[src/rtl/decoder_pkg.sv]
// Shared definitions for the decoder scan bank: operating modes and the
// legal ranges of the bank's parameters.
package decoder_pkg;

    typedef enum logic [1:0] {
        DIRECT = 2'd0,
        LATCH  = 2'd1,
        SCAN   = 2'd2,
        SWEEP  = 2'd3
    } mode_e;

    localparam int SEL_W_MIN    = 1;
    localparam int SEL_W_MAX    = 4;
    localparam int CHANNELS_MIN = 1;
    localparam int CHANNELS_MAX = 8;
    localparam int SCAN_DIV_MIN = 1;
    localparam int SCAN_DIV_MAX = 65535;

endpackage

[src/rtl/scan_prescaler.sv]
// Free-running divide-by-DIV counter; tick is high while the count sits at
// DIV-1, and clr restarts the count at 0 on the next edge.
module scan_prescaler #(
    parameter int DIV = 4
) (
    input  logic clk,
    input  logic rst,
    input  logic clr,
    output logic tick
);

    localparam int CW = (DIV > 1) ? $clog2(DIV) : 1;
    localparam logic [CW-1:0] TERM = CW'(DIV - 1);

    logic [CW-1:0] cnt_q;
    logic [CW-1:0] cnt_d;

    always_comb begin
        cnt_d = cnt_q + CW'(1);
        if (clr || cnt_q == TERM) begin
            cnt_d = '0;
        end
    end

    always_ff @(posedge clk or posedge rst) begin
        if (rst) begin
            cnt_q <= '0;
        end else begin
            cnt_q <= cnt_d;
        end
    end

    assign tick = (cnt_q == TERM);

endmodule

[src/rtl/decoder_scan_bank.sv]
// Bank of active-low decoders sharing one registered address, which is
// loaded directly, latched, scanned, or swept once depending on mode.
module decoder_scan_bank
    import decoder_pkg::*;
#(
    parameter int SEL_W    = 2,
    parameter int CHANNELS = 2,
    parameter int SCAN_DIV = 4
) (
    input  logic                           clk,
    input  logic                           rst,
    input  logic [SEL_W-1:0]               sel,
    input  logic                           le,
    input  logic [1:0]                     mode,
    input  logic                           start,
    input  logic [CHANNELS-1:0]            g_n,
    input  logic [CHANNELS-1:0]            c,
    output logic [CHANNELS*(2**SEL_W)-1:0] y_n,
    output logic [SEL_W-1:0]               addr,
    output logic                           busy,
    output logic                           done
);

    localparam int NOUT = 2 ** SEL_W;
    localparam logic [SEL_W-1:0] ADDR_MAX = '1;

    if (SEL_W < SEL_W_MIN || SEL_W > SEL_W_MAX ||
        CHANNELS < CHANNELS_MIN || CHANNELS > CHANNELS_MAX ||
        SCAN_DIV < SCAN_DIV_MIN || SCAN_DIV > SCAN_DIV_MAX) begin : g_bad_param
        $error("decoder_scan_bank: parameter out of range");
    end

    mode_e               mode_in;
    mode_e               mode_q, mode_d;
    logic [SEL_W-1:0]    addr_q, addr_d;
    logic [CHANNELS-1:0] en_q, en_d;
    logic                busy_q, busy_d;
    logic                done_q, done_d;
    logic                mode_chg;
    logic                step;
    logic                pre_clr;
    logic                tick;

    assign mode_in = mode_e'(mode);

    scan_prescaler #(
        .DIV (SCAN_DIV)
    ) u_prescaler (
        .clk  (clk),
        .rst  (rst),
        .clr  (pre_clr),
        .tick (tick)
    );

    // A mode change wipes sweep state and prescaler phase; the new mode's
    // rules then apply from an idle, freshly cleared starting point.
    always_comb begin
        mode_chg = (mode_in != mode_q);
        mode_d   = mode_in;
        en_d     = ~g_n & c;
        addr_d   = addr_q;
        busy_d   = busy_q & ~mode_chg;
        done_d   = 1'b0;
        pre_clr  = mode_chg;
        step     = tick & ~mode_chg;

        unique case (mode_in)
            DIRECT: addr_d = sel;
            LATCH: begin
                if (le) begin
                    addr_d = sel;
                end
            end
            SCAN: begin
                if (step) begin
                    addr_d = addr_q + SEL_W'(1);
                end
            end
            SWEEP: begin
                if (start) begin
                    addr_d  = '0;
                    busy_d  = 1'b1;
                    pre_clr = 1'b1;
                end else if (busy_d && step) begin
                    if (addr_q == ADDR_MAX) begin
                        busy_d = 1'b0;
                        done_d = 1'b1;
                    end else begin
                        addr_d = addr_q + SEL_W'(1);
                    end
                end
            end
            default: addr_d = addr_q;
        endcase
    end

    always_ff @(posedge clk or posedge rst) begin
        if (rst) begin
            mode_q <= DIRECT;
            addr_q <= '0;
            en_q   <= '0;
            busy_q <= 1'b0;
            done_q <= 1'b0;
        end else begin
            mode_q <= mode_d;
            addr_q <= addr_d;
            en_q   <= en_d;
            busy_q <= busy_d;
            done_q <= done_d;
        end
    end

    // Outputs depend on registers only, so reset forces them immediately.
    always_comb begin
        y_n = '1;
        for (int k = 0; k < CHANNELS; k++) begin
            for (int i = 0; i < NOUT; i++) begin
                if (en_q[k] && addr_q == SEL_W'(i)) begin
                    y_n[k*NOUT+i] = 1'b0;
                end
            end
        end
    end

    assign addr = addr_q;
    assign busy = busy_q;
    assign done = done_q;

endmodule

[config.mk]
export PLATFORM = sky130hd
export DESIGN_NAME = decoder_scan_bank
export DESIGN_NICKNAME = d
export VERILOG_FILES = /design/src/rtl/decoder_pkg.sv /design/src/rtl/scan_prescaler.sv /design/src/rtl/decoder_scan_bank.sv
export SDC_FILE = /design/constraint.sdc
export NUM_CORES = 1
export LEC_CHECK = 0
export CORE_MARGIN = 4
export CORE_UTILIZATION = 43
export CTS_BUF_LIST = sky130_fd_sc_hd__clkbuf_8
export CTS_CLUSTER_DIAMETER = 30
export DETAILED_ROUTE_END_ITERATION = 10
export HOLD_SLACK_MARGIN = 0.1
export PLACE_DENSITY = 0.86
export RECOVER_POWER = 25
export SYNTH_ARGS = -nofsm -noshare
export SYNTH_HDL_FRONTEND = slang
export SYNTH_SLANG_ARGS = --single-unit
[constraint.sdc]
create_clock -name clk -period 1.8 [get_ports clk]
set_input_delay 0.36 -clock clk [delete_from_list [all_inputs] [get_ports clk]]
set_output_delay 0.36 -clock clk [all_outputs]
set_load 0.02 [all_outputs]
==> results of run 1 <==
## cell usage after synthesis
cell | n | area [um^2]
o31ai_2 | 1 | 12.5
nor2b_1 | 4 | 25.0
xor2_1 | 1 | 8.76
mux2i_1 | 2 | 20.0
a211oi_1 | 2 | 15.0
nor2_1 | 2 | 7.51
ha_1 | 5 | 62.6
o21ai_0 | 2 | 10.0
nand3_1 | 2 | 10.0
or3_1 | 1 | 6.26
buf_6 | 1 | 11.3
nand3b_1 | 2 | 15.0
nand2_1 | 13 | 48.8
a31oi_1 | 3 | 18.8
inv_1 | 5 | 18.8
dfrtp_1 | 10 | 250
nor4_2 | 1 | 12.5
xor2_2 | 1 | 16.3
nor3b_1 | 1 | 7.51
buf_2 | 1 | 5.00
nor4_1 | 1 | 6.26
## per-layer routing
metal | global-route usage, % | vias to the layer above | part of all wire, %
li1 | - | 259 | -
met1 | 18.1 | 241 | 37
met2 | 26.6 | 32 | 52
met3 | 3.59 | 4 | 9.2
met4 | 8.77 | 0 | 1.8
met5 | 0 | - | 0
## flip-flops by register name, summed over array words and instances, names as in the netlist
signal / cells
addr: 2
busy: 1
done: 1
en_q: 2
mode_q: 2
u_prescaler.cnt_q: 2
## stage by stage
step	hold slack [ns]	std cells
after CTS	0.429	102
after floorplan	0.200	61
after detailed placement	0.436	99
after global routing	0.460	102
final	0.441	102
after global placement	0.425	99
## cell usage in the layout, fill, tap and decap left out
| cell type | n |
|---|---|
| nor2b_1 | 4 |
| dfrtp_1 | 10 |
| o31ai_2 | 1 |
| o21ai_0 | 2 |
| nor3b_1 | 1 |
| xor2_2 | 1 |
| inv_1 | 5 |
| a31oi_1 | 3 |
| clkbuf_8 | 3 |
| ha_1 | 5 |
| clkdlybuf4s15_1 | 4 |
| xor2_1 | 1 |
| nor4_1 | 1 |
| dlygate4sd2_1 | 4 |
| clkdlybuf4s50_1 | 12 |
| nor4_2 | 1 |
| nor2_1 | 2 |
| nand3_1 | 2 |
| or3_1 | 1 |
| nand2_1 | 13 |
| a211oi_1 | 2 |
| dlygate4sd3_1 | 3 |
| nand3b_1 | 2 |
| buf_4 | 2 |
| mux2i_1 | 2 |
## what timing repair did
action                     CTS  global route
resized for setup            8             4
setup endpoints to repair    8             4
hold buffers                 0             0
## power by group through the flow
stage | Clock [mW] | Sequential (mW) | Combinational [mW]
6_report | 0.225 | 0.266 | 0.200
5_1_grt | 0.245 | 0.269 | 0.219
4_1_cts | 0.227 | 0.266 | 0.201
3_5_place_dp | 0 | 0.269 | 0.208
3_3_place_gp | 0 | 0.267 | 0.204
2_1_floorplan | 0 | 0.279 | 0.100
## cells by family after synthesis
family / count (synthesis)
buffers and inverters: 7
xor gates and xnor gates: 2
and+or+nand+nor: 27
adders and majority gates: 5
muxes: 2
AOI/OAI and AO/OA: 8
DFF: 10
## area by class of cell
type                            instances  area share (%)
Inverter                                5            2.15
Timing Repair Buffer                   25            27.5
Tap cell                               15            2.15
Multi-Input combinational cell         44            34.7
Sequential cell                        10            28.7
Clock buffer                            3            4.73
## worst max path at each step
| stage | from | endpoint | cells after the start |
|---|---|---|---|
| 4_1_cts | addr[0]$_DFFE_PP0P_ | y_n[4] | 4 |
| 2_1_floorplan | addr[0]$_DFFE_PP0P_ | addr[0]$_DFFE_PP0P_ | 4 |
| 6_report | addr[0]$_DFFE_PP0P_ | y_n[3] | 3 |
| 3_3_place_gp | mode[0] | addr[1]$_DFFE_PP0P_ | 5 |
| 3_5_place_dp | mode[0] | addr[1]$_DFFE_PP0P_ | 5 |
| 5_1_grt | addr[0]$_DFFE_PP0P_ | y_n[0] | 4 |
==> summary.md, run 1 <==
| Metric | Value |
|---|---|
| DRC violations left | `0` |
| Multi-input gate area | `303 um^2` |
| Clk buf depth | `2` |
| Mapped Area | `588 um^2` |
| Slowest-stage cell, CP | `dfrtp_1` |
| GPL Wtd Cong | `0.855` |
| Reg area | `250 um^2` |
| Crit end category | `primary output` |
| RSZ-0062 raised after global routing | `false` |
| Cell depth of the worst min-delay path | `1` |
| CTS tree | `yes` |
| Ratio of cells with drive above 1 in the final layout | `9.20%` |
| Area growth from synthesis to layout | `48.3%` |
| Reg2reg start | `addr[0]$_DFFE_PP0P_` |
| Reg2reg path depth | `4` |
| Post-synthesis mux area share | `3.40%` |
| Slew at the pin with the worst max-slew slack | `0.392 ns` |
| Worst Hold Class | `flip-flop to flip-flop` |
| Die area | `2020 um^2` |
| Fin. Hold Viols | `0` |
| Drt initial violations | `8` |
| DRT antenna net count | `0` |
| Pleak | `0.372 nW` |
| CP startpoint kind | `flip-flop` |
| Largest net degree at the start of global routing | `12` |
| Post-route cell area | `872 um^2` |
| Switching pwr | `207 uW` |
| Kind of critical path | `flip-flop to primary output` |
| Worst rel slew slack | `73.8%` |
| IO buf count | `23` |
| DIE HEIGHT | `45.0 um` |
| Total CTS buffers | `3` |
| Syn Area/Cell | `9.64 um^2` |
| Crit-path cells | `ha_1 > nand2_1 > dlygate4sd2_1` |
| Fillcell total | `109` |
| Sequential power share | `38.5%` |
| Global-route wire length before repair | `2240 um` |
| Worst hold start | `u_prescaler.cnt_q[0]$_DFF_PP0_` |
| Dpl hpwl | `989 um` |
| Pre-CTS setup slack | `-0.00331 ns` |
| Max-cap viol count | `0` |
| Post-CTS setup buffers | `0` |
| Synth Register Bits | `10` |
| GRT Overall Usage | `15.7%` |
| Die width | `45.0 um` |
| Syn nets | `78` |
| Root buf cell | `clkbuf_8` |
| Antenna violations before repair | `0` |
| Final Util | `67.0%` |
| Netlist cell types | `21` |
| Synth Instances | `61` |
| Int Power | `483 uW` |
| CP top delay family | `flip-flops` |
| Comb pwr share | `28.9%` |
| Final setup fails | `0` |
| Sink Count | `10` |
| Post-route total power | `690 uW` |
| Initial Util | `45.2%` |
| Synth Area in Simple Gates | `23.6%` |
| Hold Path End | `u_prescaler.cnt_q[0]$_DFF_PP0_` |
| I/O pin total | `24` |
| Tmin final | `1.71 ns` |
| Slowest stage delay, CP | `0.41 ns` |
| H-tree depth | `1` |
| Max Transition Viols Final | `0` |
| FP Rows | `13` |
| Yosys warning total | `0` |
| Sequential area share after synthesis | `42.6%` |
| Max Freq | `586 MHz` |
| XOR/XNOR Fraction of Synth Area | `4.26%` |
| Compound-cell area share of the yosys netlist | `9.57%` |
| Placed cell area | `836 um^2` |
| Final worst slack | `0.0939 ns` |
| Worst reg-to-reg setup slack | `0.42 ns` |
| Reg2reg end | `addr[1]$_DFFE_PP0P_` |
| Clk slew on worst S/H paths | `0.04 ns` |
| Vias in the first global route | `547` |
| Adder-Cell Fraction of Synth Area | `10.6%` |
| Grt ovf | `0` |
| Vias per cell | `5.25` |
| Pwr dens | `792 nW/um^2` |
| Worst Path Max Fanout | `4` |
| Post-route setup TNS | `0 ns` |
| Period utilization | `94.8%` |
| N_diodes | `0` |
| Drt pass-1 iters | `5` |
| Sw Ratio | `30.0%` |
| CORE AREA | `1300 um^2` |
| Routed Wire Length | `1320 um` |
| Post-Route Skew | `0.000731 ns` |
| Via count | `536` |
| Nets@finish | `106` |
| Maximum VDD drop | `504 uV` |
| Status | `completed` |
| Largest family of logic cells by synthesized area | `simple AND/OR/NAND/NOR gates` |
| Clock share of power | `32.6%` |
| WP buf/inv | `1` |
| Later-pin clock latency in the skew report | `0.23 ns` |
| Worst Path Arrival | `1.35 ns` |
| Wire per inst | `12.9 um` |
| Required time of the critical path | `1.44 ns` |
(Power assumes the default switching activity.)
==> run 2, diff against run 1 <==
--- a/config.mk
+++ b/config.mk
@@ -6,13 +6,13 @@
 export NUM_CORES = 1
 export LEC_CHECK = 0
 export CORE_MARGIN = 4
-export CORE_UTILIZATION = 43
+export CORE_UTILIZATION = 39
 export CTS_BUF_LIST = sky130_fd_sc_hd__clkbuf_8
 export CTS_CLUSTER_DIAMETER = 30
 export DETAILED_ROUTE_END_ITERATION = 10
 export HOLD_SLACK_MARGIN = 0.1
-export PLACE_DENSITY = 0.86
-export RECOVER_POWER = 25
+export PLACE_DENSITY = 0.8
+export SETUP_SLACK_MARGIN = 0.2
 export SYNTH_ARGS = -nofsm -noshare
 export SYNTH_HDL_FRONTEND = slang
 export SYNTH_SLANG_ARGS = --single-unit
==> run 2 against run 1 <==
Non-clock buffer count is 5 higher; register-to-register slack worse by 0.12 ns; global-route usage is 0.18 points higher; die area is 8.4% higher; clock skew is 0.0061 ns higher; core utilization is 0.38 points higher; critical endpoint is now y_n[7]; clock power is 28% higher; power is 12% higher; critical path type unchanged; wire length is 14% higher; final cell count is 5.9% higher.
==> summary.md, run 2 (same netlist as run 1, synthesis figures left out) <==
| Metric | Value |
|---|---|
| CTS tree | `yes (unchanged)` |
| Worst Path Max Fanout | `4 (unchanged)` |
| Clk buf depth | `2 (unchanged)` |
| Fillcell total | `116 (was 109)` |
| Slew at the pin with the worst max-slew slack | `0.405 ns (was 0.392 ns)` |
| Nets@finish | `111 (was 106)` |
| Vias in the first global route | `485 (was 547)` |
| Slowest-stage cell, CP | `dfrtp_1 (unchanged)` |
| Wire per inst | `13.9 um (was 12.9 um)` |
| Post-Route Skew | `0.00685 ns (was 0.000731 ns)` |
| Via count | `550 (was 536)` |
| Worst Hold Class | `input port to async pin (was flip-flop to flip-flop)` |
| GRT Overall Usage | `15.9% (was 15.7%)` |
| RSZ-0062 raised after global routing | `true (was false)` |
| Crit-path cells | `ha_2 > nand2_1 > clkdlybuf4s15_2 (was ha_1 > nand2_1 > dlygate4sd2_1)` |
| FP Rows | `13 (unchanged)` |
| Later-pin clock latency in the skew report | `0.24 ns (was 0.23 ns)` |
| I/O pin total | `24 (unchanged)` |
| DRT antenna net count | `0 (unchanged)` |
| Pre-CTS setup slack | `-0.0516 ns (was -0.00331 ns)` |
| Final Util | `67.4% (was 67.0%)` |
| Placed cells | `102 (was 99)` |
| Area growth from synthesis to layout | `56.6% (was 48.3%)` |
| CP startpoint kind | `flip-flop (unchanged)` |
| Clk slew on worst S/H paths | `0.05 ns (was 0.04 ns)` |
| DRC violations left | `0 (unchanged)` |
| Dpl hpwl | `1090 um (was 989 um)` |
| Slowest stage delay, CP | `0.41 ns (about the same)` |
| Drt initial violations | `5 (was 8)` |
| IO buf count | `23 (unchanged)` |
| Final worst slack | `0.220 ns (was 0.0939 ns)` |
| Fin. Hold Viols | `0 (unchanged)` |
| Final setup fails | `0 (unchanged)` |
| Worst rel slew slack | `73.0% (was 73.8%)` |
| Total CTS buffers | `3 (unchanged)` |
| CORE AREA | `1370 um^2 (was 1300 um^2)` |
| Cts hold-fix bufs | `0 (unchanged)` |
| Antenna violations before repair | `0 (unchanged)` |
| CP top delay family | `flip-flops (unchanged)` |
| Grt ovf | `0 (unchanged)` |
| Die width | `46.8 um (was 45.0 um)` |
| Commonest non-fill, non-tap cell in the layout | `nand2_1 (unchanged)` |
| DIE HEIGHT | `46.8 um (was 45.0 um)` |
| WP buf/inv | `1 (unchanged)` |
| Routed Wire Length | `1500 um (was 1320 um)` |
| Drt pass-1 iters | `4 (was 5)` |
| Finished Layout Cells | `108 (was 102)` |
| Post-route setup TNS | `0 ns (unchanged)` |
| Max-cap viol count | `0 (unchanged)` |
| Global-route wire length before repair | `2250 um (was 2240 um)` |
| Vias per cell | `5.09 (was 5.25)` |
| Pwr dens | `843 nW/um^2 (was 792 nW/um^2)` |
| Crit end category | `primary output (unchanged)` |
| Root buf cell | `clkbuf_8 (unchanged)` |
| Initial Util | `43.0% (was 45.2%)` |
| N_diodes | `0 (unchanged)` |
| Period utilization | `87.8% (was 94.8%)` |
| Maximum VDD drop | `495 uV (was 504 uV)` |
| Final hold slack | `0.400 ns (was 0.441 ns)` |
| Sink Count | `10 (unchanged)` |
| H-tree depth | `1 (unchanged)` |
| Status | `completed (unchanged)` |
| Most frequent cells in the layout | `nand2_1, clkdlybuf4s50_1, dfrtp_1 (unchanged)` |
| Worst Path Arrival | `1.22 ns (was 1.35 ns)` |
| Kind of critical path | `flip-flop to primary output (unchanged)` |
| Largest net degree at the start of global routing | `11 (was 12)` |
| Tmin final | `1.58 ns (was 1.71 ns)` |
| Pleak | `0.427 nW (was 0.372 nW)` |
| GPL Wtd Cong | `0.822 (was 0.855)` |
| Max Freq | `633 MHz (was 586 MHz)` |
| Worst reg-to-reg setup slack | `0.30 ns (was 0.42 ns)` |
| Max Transition Viols Final | `0 (unchanged)` |
| Die area | `2190 um^2 (was 2020 um^2)` |
| Ratio of cells with drive above 1 in the final layout | `30.1% (was 9.20%)` |
| Required time of the critical path | `1.44 ns (about the same)` |
run 2: where the power goes:
part | internal [mW] | switching [mW] | total (mW)
Clock | 0.193 | 0.0943 | 0.287
Combinational | 0.104 | 0.118 | 0.222
Sequential | 0.244 | 0.0224 | 0.267
Total | 0.541 | 0.235 | 0.776
run 2: per-layer routing:
layer	track usage [%]	wire (um)	vias to the layer above
met2	24.9	784	18
met5	0	0	-
met4	11.6	41	0
met1	18.4	584	255
li1	-	-	272
met3	4.60	94	5
run 2: worst register-to-register path: cells and delay by family, from the launching register on:
family,cells,cell delay (ns)
flops,1,0.41
compound gates,1,0.32
simple gates,2,0.16
mux,1,0.25
fa+ha+maj,1,0.29
run 2: repair_timing:
item / CTS / global route
pin swaps: 0 / 3
endpoints found under the setup margin: 11 / 9
resized for setup: 36 / 4
buffers inserted: 1 / 1
run 2: area by class of cell:
cell class                      instances  area (um^2)  share of cell area [%]
Sequential cell                        10          250                    27.2
Timing Repair Buffer                   30          258                    28.0
Inverter                                5         18.8                    2.04
Tap cell                               15         18.8                    2.04
Clock buffer                            4         55.1                    5.98
Multi-Input combinational cell         44          320                    34.8
run 2: per-stage QoR:
| step | cell area (um^2) | total power, mW |
|---|---|---|
| floorplan | 588 | 0.379 |
| global placement | 858 | 0.476 |
| detailed placement | 858 | 0.484 |
| CTS | 901 | 0.773 |
| global route | 921 | 0.824 |
| finish | 921 | 0.776 |
run 2: worst paths after layout:
path / startpoint / end / depth (start not counted)
setup / recovery: addr[0]$_DFFE_PP0P_ / y_n[7] / 3
hold / removal: rst / addr[0]$_DFFE_PP0P_ / 2
setup reg to reg: u_prescaler.cnt_q[0]$_DFF_PP0_ / addr[1]$_DFFE_PP0P_ / 5
hold reg to reg: u_prescaler.cnt_q[0]$_DFF_PP0_ / u_prescaler.cnt_q[0]$_DFF_PP0_ / 1
max in group asynchronous: rst / en_q[1]$_DFF_PP0_ / 2
min in group clk: mode[0] / mode_q[0]$_DFF_PP0_ / 2
==> run 3, diff against run 2 <==
--- a/config.mk
+++ b/config.mk
@@ -10,7 +10,8 @@
 export CTS_BUF_LIST = sky130_fd_sc_hd__clkbuf_8
 export CTS_CLUSTER_DIAMETER = 30
 export DETAILED_ROUTE_END_ITERATION = 10
-export HOLD_SLACK_MARGIN = 0.1
+export GPL_ROUTABILITY_DRIVEN = 0
+export HOLD_SLACK_MARGIN = 0.12
 export PLACE_DENSITY = 0.8
 export SETUP_SLACK_MARGIN = 0.2
 export SYNTH_ARGS = -nofsm -noshare
==> results of run 3 <==
Final layout, timing and power as in run 2 (identical DEF).
